===== src/rtl/clock_set_ctrl.sv =====
// Mode/time-set controller: RUN -> SET_HR -> SET_MIN sequencing, increment strobes
// with hold auto-repeat, set-mode timeout and blinking of the digit pair being set.
module clock_set_ctrl #(
  parameter int repeat_delay_ms = 500,
  parameter int repeat_rate_ms  = 100,
  parameter int blink_half_ms   = 250,
  parameter int timeout_ms      = 10000
) (
  input  logic       CLK100MHZ,
  input  logic       RST,
  input  logic       tick_ms,
  input  logic       btn_mode,
  input  logic       btn_inc,
  output logic       run_en,
  output logic       inc_hr,
  output logic       inc_min,
  output logic       clr_sec,
  output logic [1:0] mode,
  output logic [3:0] digit_blank
);

  localparam int DW = $clog2(repeat_delay_ms + 1);
  localparam int RW = $clog2(repeat_rate_ms + 1);
  localparam int HW = (DW > RW) ? DW : RW;
  localparam int BW = $clog2(blink_half_ms + 1);
  localparam int TW = $clog2(timeout_ms + 1);

  typedef enum logic [1:0] {RUN = 2'd0, SET_HR = 2'd1, SET_MIN = 2'd2} mode_e;
  typedef enum logic [1:0] {H_IDLE = 2'd0, H_DELAY = 2'd1, H_RATE = 2'd2} hold_e;

  mode_e         mode_q, mode_d;
  hold_e         hold_q, hold_d;
  logic [HW-1:0] hold_cnt_q, hold_cnt_d;
  logic [TW-1:0] to_cnt_q, to_cnt_d;
  logic [BW-1:0] blink_cnt_q, blink_cnt_d;
  logic          blink_ph_q, blink_ph_d;
  logic          mode_hist_q, inc_hist_q;
  logic          run_en_q, run_en_d;
  logic          inc_hr_q, inc_hr_d;
  logic          inc_min_q, inc_min_d;
  logic          clr_sec_q, clr_sec_d;
  logic [3:0]    blank_q, blank_d;

  logic mode_edge, inc_edge, in_set, to_hit, state_chg, strobe;

  assign mode_edge = btn_mode & ~mode_hist_q;
  assign inc_edge  = btn_inc & ~inc_hist_q;
  assign in_set    = (mode_q != RUN);
  assign to_hit    = in_set && tick_ms && ((to_cnt_q + TW'(1)) == TW'(timeout_ms));
  assign state_chg = (mode_d != mode_q);

  always_ff @(posedge CLK100MHZ) begin
    if (RST) mode_q <= RUN;
    else     mode_q <= mode_d;
  end

  // A mode press always takes priority over the timeout and any increment.
  always_comb begin
    mode_d = mode_q;
    if (mode_edge) begin
      case (mode_q)
        RUN:     mode_d = SET_HR;
        SET_HR:  mode_d = SET_MIN;
        default: mode_d = RUN;
      endcase
    end else if (to_hit) begin
      mode_d = RUN;
    end
  end

  always_comb begin
    hold_d      = hold_q;
    hold_cnt_d  = hold_cnt_q;
    to_cnt_d    = to_cnt_q;
    blink_cnt_d = blink_cnt_q;
    blink_ph_d  = blink_ph_q;
    strobe      = 1'b0;
    if (state_chg) begin
      hold_d      = H_IDLE;
      hold_cnt_d  = '0;
      to_cnt_d    = '0;
      blink_cnt_d = '0;
      blink_ph_d  = 1'b0;
    end else if (in_set) begin
      if (inc_edge) begin
        strobe     = 1'b1;
        hold_d     = H_DELAY;
        hold_cnt_d = '0;
      end else if (!btn_inc) begin
        hold_d     = H_IDLE;
        hold_cnt_d = '0;
      end else if (hold_q != H_IDLE && tick_ms) begin
        if ((hold_q == H_DELAY && (hold_cnt_q + HW'(1)) == HW'(repeat_delay_ms)) ||
            (hold_q == H_RATE  && (hold_cnt_q + HW'(1)) == HW'(repeat_rate_ms))) begin
          strobe     = 1'b1;
          hold_d     = H_RATE;
          hold_cnt_d = '0;
        end else begin
          hold_cnt_d = hold_cnt_q + HW'(1);
        end
      end
      if (inc_edge || strobe) to_cnt_d = '0;
      else if (tick_ms)       to_cnt_d = to_cnt_q + TW'(1);
      // Every increment restarts the blink so the new value is shown at once.
      if (strobe) begin
        blink_cnt_d = '0;
        blink_ph_d  = 1'b0;
      end else if (tick_ms) begin
        if ((blink_cnt_q + BW'(1)) == BW'(blink_half_ms)) begin
          blink_cnt_d = '0;
          blink_ph_d  = ~blink_ph_q;
        end else begin
          blink_cnt_d = blink_cnt_q + BW'(1);
        end
      end
    end
  end

  always_comb begin
    run_en_d  = (mode_d == RUN);
    inc_hr_d  = strobe && (mode_q == SET_HR);
    inc_min_d = strobe && (mode_q == SET_MIN);
    clr_sec_d = (mode_q == SET_MIN) && (mode_d == RUN);
    blank_d   = 4'b0000;
    if (blink_ph_d && mode_d == SET_HR)  blank_d = 4'b1100;
    if (blink_ph_d && mode_d == SET_MIN) blank_d = 4'b0011;
  end

  always_ff @(posedge CLK100MHZ) begin
    if (RST) begin
      hold_q      <= H_IDLE;
      hold_cnt_q  <= '0;
      to_cnt_q    <= '0;
      blink_cnt_q <= '0;
      blink_ph_q  <= 1'b0;
      mode_hist_q <= 1'b1;
      inc_hist_q  <= 1'b1;
      run_en_q    <= 1'b1;
      inc_hr_q    <= 1'b0;
      inc_min_q   <= 1'b0;
      clr_sec_q   <= 1'b0;
      blank_q     <= 4'b0000;
    end else begin
      hold_q      <= hold_d;
      hold_cnt_q  <= hold_cnt_d;
      to_cnt_q    <= to_cnt_d;
      blink_cnt_q <= blink_cnt_d;
      blink_ph_q  <= blink_ph_d;
      mode_hist_q <= btn_mode;
      inc_hist_q  <= btn_inc;
      run_en_q    <= run_en_d;
      inc_hr_q    <= inc_hr_d;
      inc_min_q   <= inc_min_d;
      clr_sec_q   <= clr_sec_d;
      blank_q     <= blank_d;
    end
  end

  assign mode        = mode_q;
  assign run_en      = run_en_q;
  assign inc_hr      = inc_hr_q;
  assign inc_min     = inc_min_q;
  assign clr_sec     = clr_sec_q;
  assign digit_blank = blank_q;

endmodule


===== config.mk =====
export PLATFORM = sky130hd
export DESIGN_NAME = clock_set_ctrl
export DESIGN_NICKNAME = d
export VERILOG_FILES = /design/src/rtl/clock_set_ctrl.sv
export SDC_FILE = /design/constraint.sdc
export NUM_CORES = 1
export LEC_CHECK = 0
export ABC_AREA = 0
export CAP_MARGIN = 20
export CORE_UTILIZATION = 40
export CTS_CLUSTER_DIAMETER = 80
export DETAILED_ROUTE_END_ITERATION = 7
export MAX_ROUTING_LAYER = met4
export PLACE_DENSITY = 0.55
export SETUP_SLACK_MARGIN = 0.15
export SYNTH_ARGS = -nofsm -noshare
export SYNTH_HDL_FRONTEND = slang
export SYNTH_SLANG_ARGS = --single-unit

===== constraint.sdc =====
create_clock -name CLK100MHZ -period 3.7 [get_ports CLK100MHZ]
set_input_delay 0.74 -clock CLK100MHZ [delete_from_list [all_inputs] [get_ports CLK100MHZ]]
set_output_delay 0.74 -clock CLK100MHZ [all_outputs]
set_load 0.01 [all_outputs]

# Word level (Yosys, flattened, before mapping)

Cells that the tools add are included.

Add/sub/neg operators: 3
Bitwise gates (word level): 5
Mux-type cells: 31
Eq/ne operators: 13
Reduce and logical (&&, ||, !) cells: 24

Operators by type and width:

| cell                                                                     | count |
|---|---|
| 9-bit two-way mux                                                        | 4 |
| 14-bit two-way mux                                                       | 2 |
| 8-bit two-way mux                                                        | 3 |
| 14-bit by 1-bit adder with 14-bit output (second input constant)         | 1 |
| 14-bit equality test (second input constant)                             | 1 |
| 2-bit two-way mux                                                        | 7 |
| 1-bit two-way mux                                                        | 13 |
| 1-bit logical AND                                                        | 10 |
| 9-bit by 1-bit adder with 9-bit output (second input constant)           | 1 |
| 9-bit by 7-bit equality test with 1-bit output (second input constant)   | 1 |
| 9-bit equality test (second input constant)                              | 1 |
| 8-bit by 1-bit adder with 8-bit output (second input constant)           | 1 |
| 8-bit equality test (second input constant)                              | 1 |
| 2-bit nonzero test                                                       | 4 |
| 2-bit by 1-bit equality test with 1-bit output (second input constant)   | 3 |
| 2-bit equality test (second input constant)                              | 3 |
| 3-bit by 1-bit inequality test with 1-bit output (second input constant) | 2 |
| 2-bit AND reduction                                                      | 3 |
| 2-bit logical NOT                                                        | 2 |
| 4-bit two-way mux                                                        | 1 |
| 2-bit one-hot mux with 2 select lines                                    | 1 |
| 2-bit OR reduction                                                       | 2 |
| 1-bit NOT                                                                | 3 |
| 3-bit AND reduction                                                      | 1 |
| 3 further kinds                                                          | 5 |

Logic and storage cells: 90
Register bits: 46

# Longest topological paths before layout

Word-level depth: 16
Depth in mapped cells: 10
Gate-level depth less buffers: 8

# Worst setup path after synthesis

Ideal clock, no wire load.

Kind: register to register
From: register hold_cnt_q[1]
To: register to_cnt_q[6]
Stages on the path, launching flop included: 11
Path buffers: 2
Slack: 0.890 ns
Arrival time: 2.690 ns
Setup time: 0.120 ns
Cells stage by stage: dfxtp_1 > ha_1 > buf_2 > a21bo_1 > or4_1 > a311o_1 > a211oi_4 > nor3_2 > buf_6 > a22oi_1 > a21oi_1

Longest elaborated chain between the ends: 13
Elaborated cells on any way between the ends: 16

RTL lines:

| what                                                                                         | line   | source |
|---|---|---|
| start: declaration                                                                           | 33     | `logic [HW-1:0] hold_cnt_q, hold_cnt_d;` |
| start signal: assignment                                                                     | 145    | `hold_cnt_q <= hold_cnt_d;` |
| 9-bit by 1-bit adder with 9-bit output *                                                     | 93, 94 |  |
| 9-bit equality test / 9-bit by 7-bit equality test with 1-bit output (equally long branches) | 93, 94 |  |
| 1-bit logical AND, on equally long branches                                                  | 93, 94 |  |
| 1-bit logical OR *                                                                           | 93     | `if ((hold_q == H_DELAY && (hold_cnt_q + HW'(1)) == HW'(repeat_delay_ms)) \|\|` |
| 1-bit two-way mux *                                                                          | 93     |  |
| 1-bit two-way mux *                                                                          | 92     | `end else if (hold_q != H_IDLE && tick_ms) begin` |
| 1-bit two-way mux *                                                                          | 89     | `end else if (!btn_inc) begin` |
| 1-bit two-way mux *                                                                          | 85     | `if (inc_edge) begin` |
| 1-bit two-way mux *                                                                          | 84     | `end else if (in_set) begin` |
| 1-bit two-way mux *                                                                          | 78     | `if (state_chg) begin` |
| 1-bit logical OR *                                                                           | 102    | `if (inc_edge \|\| strobe) to_cnt_d = '0;` |
| 2-bit nonzero test (no line)                                                                 | -      |  |
| 2-bit AND reduction (no line)                                                                | -      |  |
| end signal: assignment                                                                       | 146    | `to_cnt_q <= to_cnt_d;` |
| end: declaration                                                                             | 34     | `logic [TW-1:0] to_cnt_q, to_cnt_d;` |

Mark *: on every way between the ends. The rest lies on a longest branch, timed or not. The select of a mux whose other input is x is not followed.
A chain may end at the register's enable or synchronous reset.

# Worst setup path in the final report

From: register hold_cnt_q[0]
To: register to_cnt_q[4]

Same word-level chain as after synthesis.

==> flow_summary.json <==
{
  "area_of_the_die_um2": 6920,
  "power_frac_clock": 0.415,
  "synth_fp_nets": 349,
  "path_buf_inv": 1,
  "design.portCount": 15,
  "post_cts_hold_buffer_count": 0,
  "core_area_um2": 6350,
  "crit_end": "to_cnt_q[4]",
  "synthesis.area_per_instance_um2": 7.80,
  "synth_area_leaders": "sky130_fd_sc_hd__dfxtp_1 (33%), sky130_fd_sc_hd__a21oi_1 (5.3%), sky130_fd_sc_hd__nand2_1 (5.1%)",
  "cts.path.max_buffers": 2,
  "synth_warnings": 0,
  "setup_viol_count_final": 0,
  "clock_insertion_delay_at_the_later_pin_of_the_skew_report_ns": 0.31,
  "via_density_per_instance": 5.93,
  "wl_per_cell_um": 15.1,
  "tritoncts_clock_tree": "built",
  "seq_power_share": 0.521,
  "nNetsFinal": 356,
  "detailroute.via_count": 2508,
  "num_rows": 29,
  "timing.rr.end": "to_cnt_q[4]",
  "critPathMaxStageDelay_ns": 0.54,
  "power_density_nw_per_um2": 314,
  "port_buffers": 14,
  "startpoint_type": "flop",
  "post-synth-top-count-cell": "sky130_fd_sc_hd__dfxtp_1",
  "postSynth.topFlopCell": "sky130_fd_sc_hd__dfxtp_1",
  "rrSetupSlack_ns": 0.40,
  "antenna_found_initial": 0,
  "r2r_cells": 9,
  "drt-initial-drc-count": 145,
  "critical_path_peak_fanout": 11,
  "ys_seq_elements": 44,
  "combinational_share_of_power": 0.064,
  "grt_first_pass_wirelength_um": 10900,
  "maxSlewViolCount": 0,
  "syn_inst": 338,
  "timing.max_cap.violations": 0,
  "cp-startpoint": "hold_cnt_q[0]",
  "chipWidth_um": 83.2,
  "vdd.ir_drop.worst_uv": 164,
  "grt_setup_unrepaired": "no",
  "synthTopCellsByCount": "sky130_fd_sc_hd__dfxtp_1 (44), sky130_fd_sc_hd__nand2_1 (36), sky130_fd_sc_hd__a21oi_1 (28), sky130_fd_sc_hd__nor2_1 (28), sky130_fd_sc_hd__nand3_1 (19)",
  "synthToLayoutAreaGrowth_pct": 11.4,
  "final_estimated_routing_congestion_in_global_placement": 0.852,
  "grt_overflow": 0,
  "drc": 0,
  "synth-seq-area-share": 0.334,
  "min_path_type": "reg2reg",
  "final_min_period_over_clock_period": 0.891,
  "floorplan.die.height_um": 83.2,
  "clockRootBuffer": "sky130_fd_sc_hd__clkbuf_8",
  "postPlaceCellArea_um2": 2820,
  "cts-htree-levels": 2,
  "finalHoldViolations": 0,
  "tightestPinTransition_ns": 0.784,
  "antenna_left": 0,
  "track_usage": 0.195,
  "post-cts-setup-buffers": 0,
  "yosys.cell_types.count": 58,
  "end_kind": "flop",
  "power_spent_charging_and_discharging_nets_uw": 224,
  "r2r-start": "hold_cnt_q[0]",
  "worstSetupPathType": "reg2reg",
  "crit_arrival_ns": 3.47,
  "via_count_of_the_first_global_routing_pass": 2244,
  "mappedNetlistArea_um2": 2640,
  "path_depth": 9,
  "detailedPlacementHpwl_um": 4480,
  "fin_crit_period_ns": 3.30,
  "post_cts_resized": 0,
  "largest_delay_contributor_family_on_the_critical_path": "compound AO/OA/AOI/OAI gates",
  "setup_tns_ns": 0,
  "first_pass_iters": 4,
  "cts_buffers": 5,
  "netlist.top_cell.by_area": "sky130_fd_sc_hd__dfxtp_1",
  "worstPathCellList": "ha_1, a21bo_1, or4_1, a311o_1, a211oi_4, nor3_2, buf_6, a41oi_1, a311oi_1",
  "max_freq_mhz": 303,
  "initial_core_util": 0.415,
  "postLayoutCoreUtil": 0.463,
  "cts.clk_slew.worst_paths_ns": 0.09,
  "relative_slew_slack": 0.476,
  "cellInternalPower_uw": 698,
  "status": "finished, final reports clean",
  "grt_start_max_net_pins": 18,
  "finClkSkew_ns": 0.00844,
  "ys_async_sr_fraction": 0,
  "critPathSlowestCell": "sky130_fd_sc_hd__dfxtp_1",
  "finish.instance_area_um2": 2940,
  "power.switching_fraction": 0.243,
  "holdCritStartpoint": "to_cnt_q[11]",
  "antennaDiodeCount": 0,
  "post_route_cells_drive_above_1_share": 0.0896,
  "clkSinkCount": 44,
  "p_leak_nw": 0.858,
  "synth_enable_flop_cells": 0,
  "critical_path_required_ns": 3.88,
  "routed_wl_um": 6400,
  "synth_top_cell_area_share": 0.334
}
[power by group through the flow]
stage	Combinational, mW	Clock, mW	Sequential [mW]
6_report	0.0590	0.383	0.481
5_1_grt	0.0647	0.408	0.482
4_1_cts	0.0590	0.391	0.481
3_5_place_dp	0.0589	0	0.492
3_3_place_gp	0.0583	0	0.492
2_1_floorplan	0.0353	0	0.491
[how the worst min path moves through the flow]
stage | cells past startpoint | end | slack [ns]
global route | 2 | to_cnt_q[11] | 0.49
global placement | 2 | to_cnt_q[11] | 0.45
finish | 2 | to_cnt_q[11] | 0.46
floorplan | 2 | to_cnt_q[11] | 0.44
detailed placement | 2 | to_cnt_q[11] | 0.45
CTS | 2 | to_cnt_q[11] | 0.47
[metal layers]
layer / global-route usage / wire length, um
met3: 0.0378 / 239
met2: 0.294 / 2850
met4: 0.0596 / 106
met1: 0.264 / 3210
met5: - / 0
[sequential cells by signal, summed over array words and instances (netlist names)]
register / count
inc_min: 1
clr_sec: 1
hold_cnt_q: 9
to_cnt_q: 14
inc_hist_q: 1
mode: 2
inc_hr: 1
run_en: 1
hold_q: 2
blink_cnt_q: 8
blink_ph_q: 1
mode_hist_q: 1
digit_blank: 2
[through the flow]
| step | setup slack, ns | cells | hold WS (ns) | total power [mW] |
|---|---|---|---|---|
| after global placement | 0.522 | 414 | 0.445 | 0.550 |
| final | 0.405 | 423 | 0.465 | 0.922 |
| after floorplan | 0.890 | 338 | 0.436 | 0.526 |
| after CTS | 0.367 | 422 | 0.468 | 0.931 |
| after detailed placement | 0.391 | 414 | 0.454 | 0.551 |
| after global routing | 0.243 | 423 | 0.486 | 0.955 |
[tightest hold or removal path, stage by stage (launching register included)]
cell and delay, ns:
sky130_fd_sc_hd__dfxtp_1 0.32, sky130_fd_sc_hd__nand2_1 0.05, sky130_fd_sc_hd__a21oi_1 0.05
[layout make-up]
| type | instances | area, um^2 |
|---|---|---|
| clock buffers | 5 | 68.8 |
| clock inverters | 3 | 42.5 |
| fillers | 614 | 3410 |
| inverters | 8 | 30.0 |
| multi-input cells | 264 | 1620 |
| flip-flops and latches | 44 | 881 |
| well taps | 77 | 96.3 |
| repair buffers | 22 | 204 |
[cells in the final DEF (no fill, tap or decap), types with 3 or more instances in the layout]
| cell type | count |
|---|---|
| sky130_fd_sc_hd__a21oi_1 | 28 |
| sky130_fd_sc_hd__a22oi_1 | 4 |
| sky130_fd_sc_hd__a311oi_1 | 5 |
| sky130_fd_sc_hd__a31oi_1 | 10 |
| sky130_fd_sc_hd__and2_1 | 4 |
| sky130_fd_sc_hd__and3_1 | 4 |
| sky130_fd_sc_hd__buf_4 | 7 |
| sky130_fd_sc_hd__clkbuf_8 | 5 |
| sky130_fd_sc_hd__clkdlybuf4s50_1 | 14 |
| sky130_fd_sc_hd__dfxtp_1 | 44 |
| sky130_fd_sc_hd__ha_1 | 6 |
| sky130_fd_sc_hd__inv_1 | 8 |
| sky130_fd_sc_hd__nand2_1 | 36 |
| sky130_fd_sc_hd__nand2b_1 | 5 |
| sky130_fd_sc_hd__nand3_1 | 19 |
| sky130_fd_sc_hd__nand3b_1 | 5 |
| sky130_fd_sc_hd__nand4_1 | 5 |
| sky130_fd_sc_hd__nor2_1 | 28 |
| sky130_fd_sc_hd__nor2b_1 | 6 |
| sky130_fd_sc_hd__nor3_1 | 13 |
| sky130_fd_sc_hd__nor3b_1 | 3 |
| sky130_fd_sc_hd__nor4_1 | 11 |
| sky130_fd_sc_hd__nor4b_1 | 4 |
| sky130_fd_sc_hd__o21a_1 | 4 |
| sky130_fd_sc_hd__o21ai_0 | 10 |
| sky130_fd_sc_hd__o21ai_1 | 5 |
| sky130_fd_sc_hd__o21bai_1 | 3 |
| sky130_fd_sc_hd__or2_2 | 6 |
| sky130_fd_sc_hd__xnor2_1 | 4 |
[cells by family after synthesis]
group | share of synthesized area
buf+inv | 0.0536
compound gates | 0.241
flops | 0.334
mux | 0.00806
simple gates | 0.315
fa+ha+maj | 0.0285
xor+xnor | 0.0199
No activity file was read; power rests on OpenSTA's default activity.
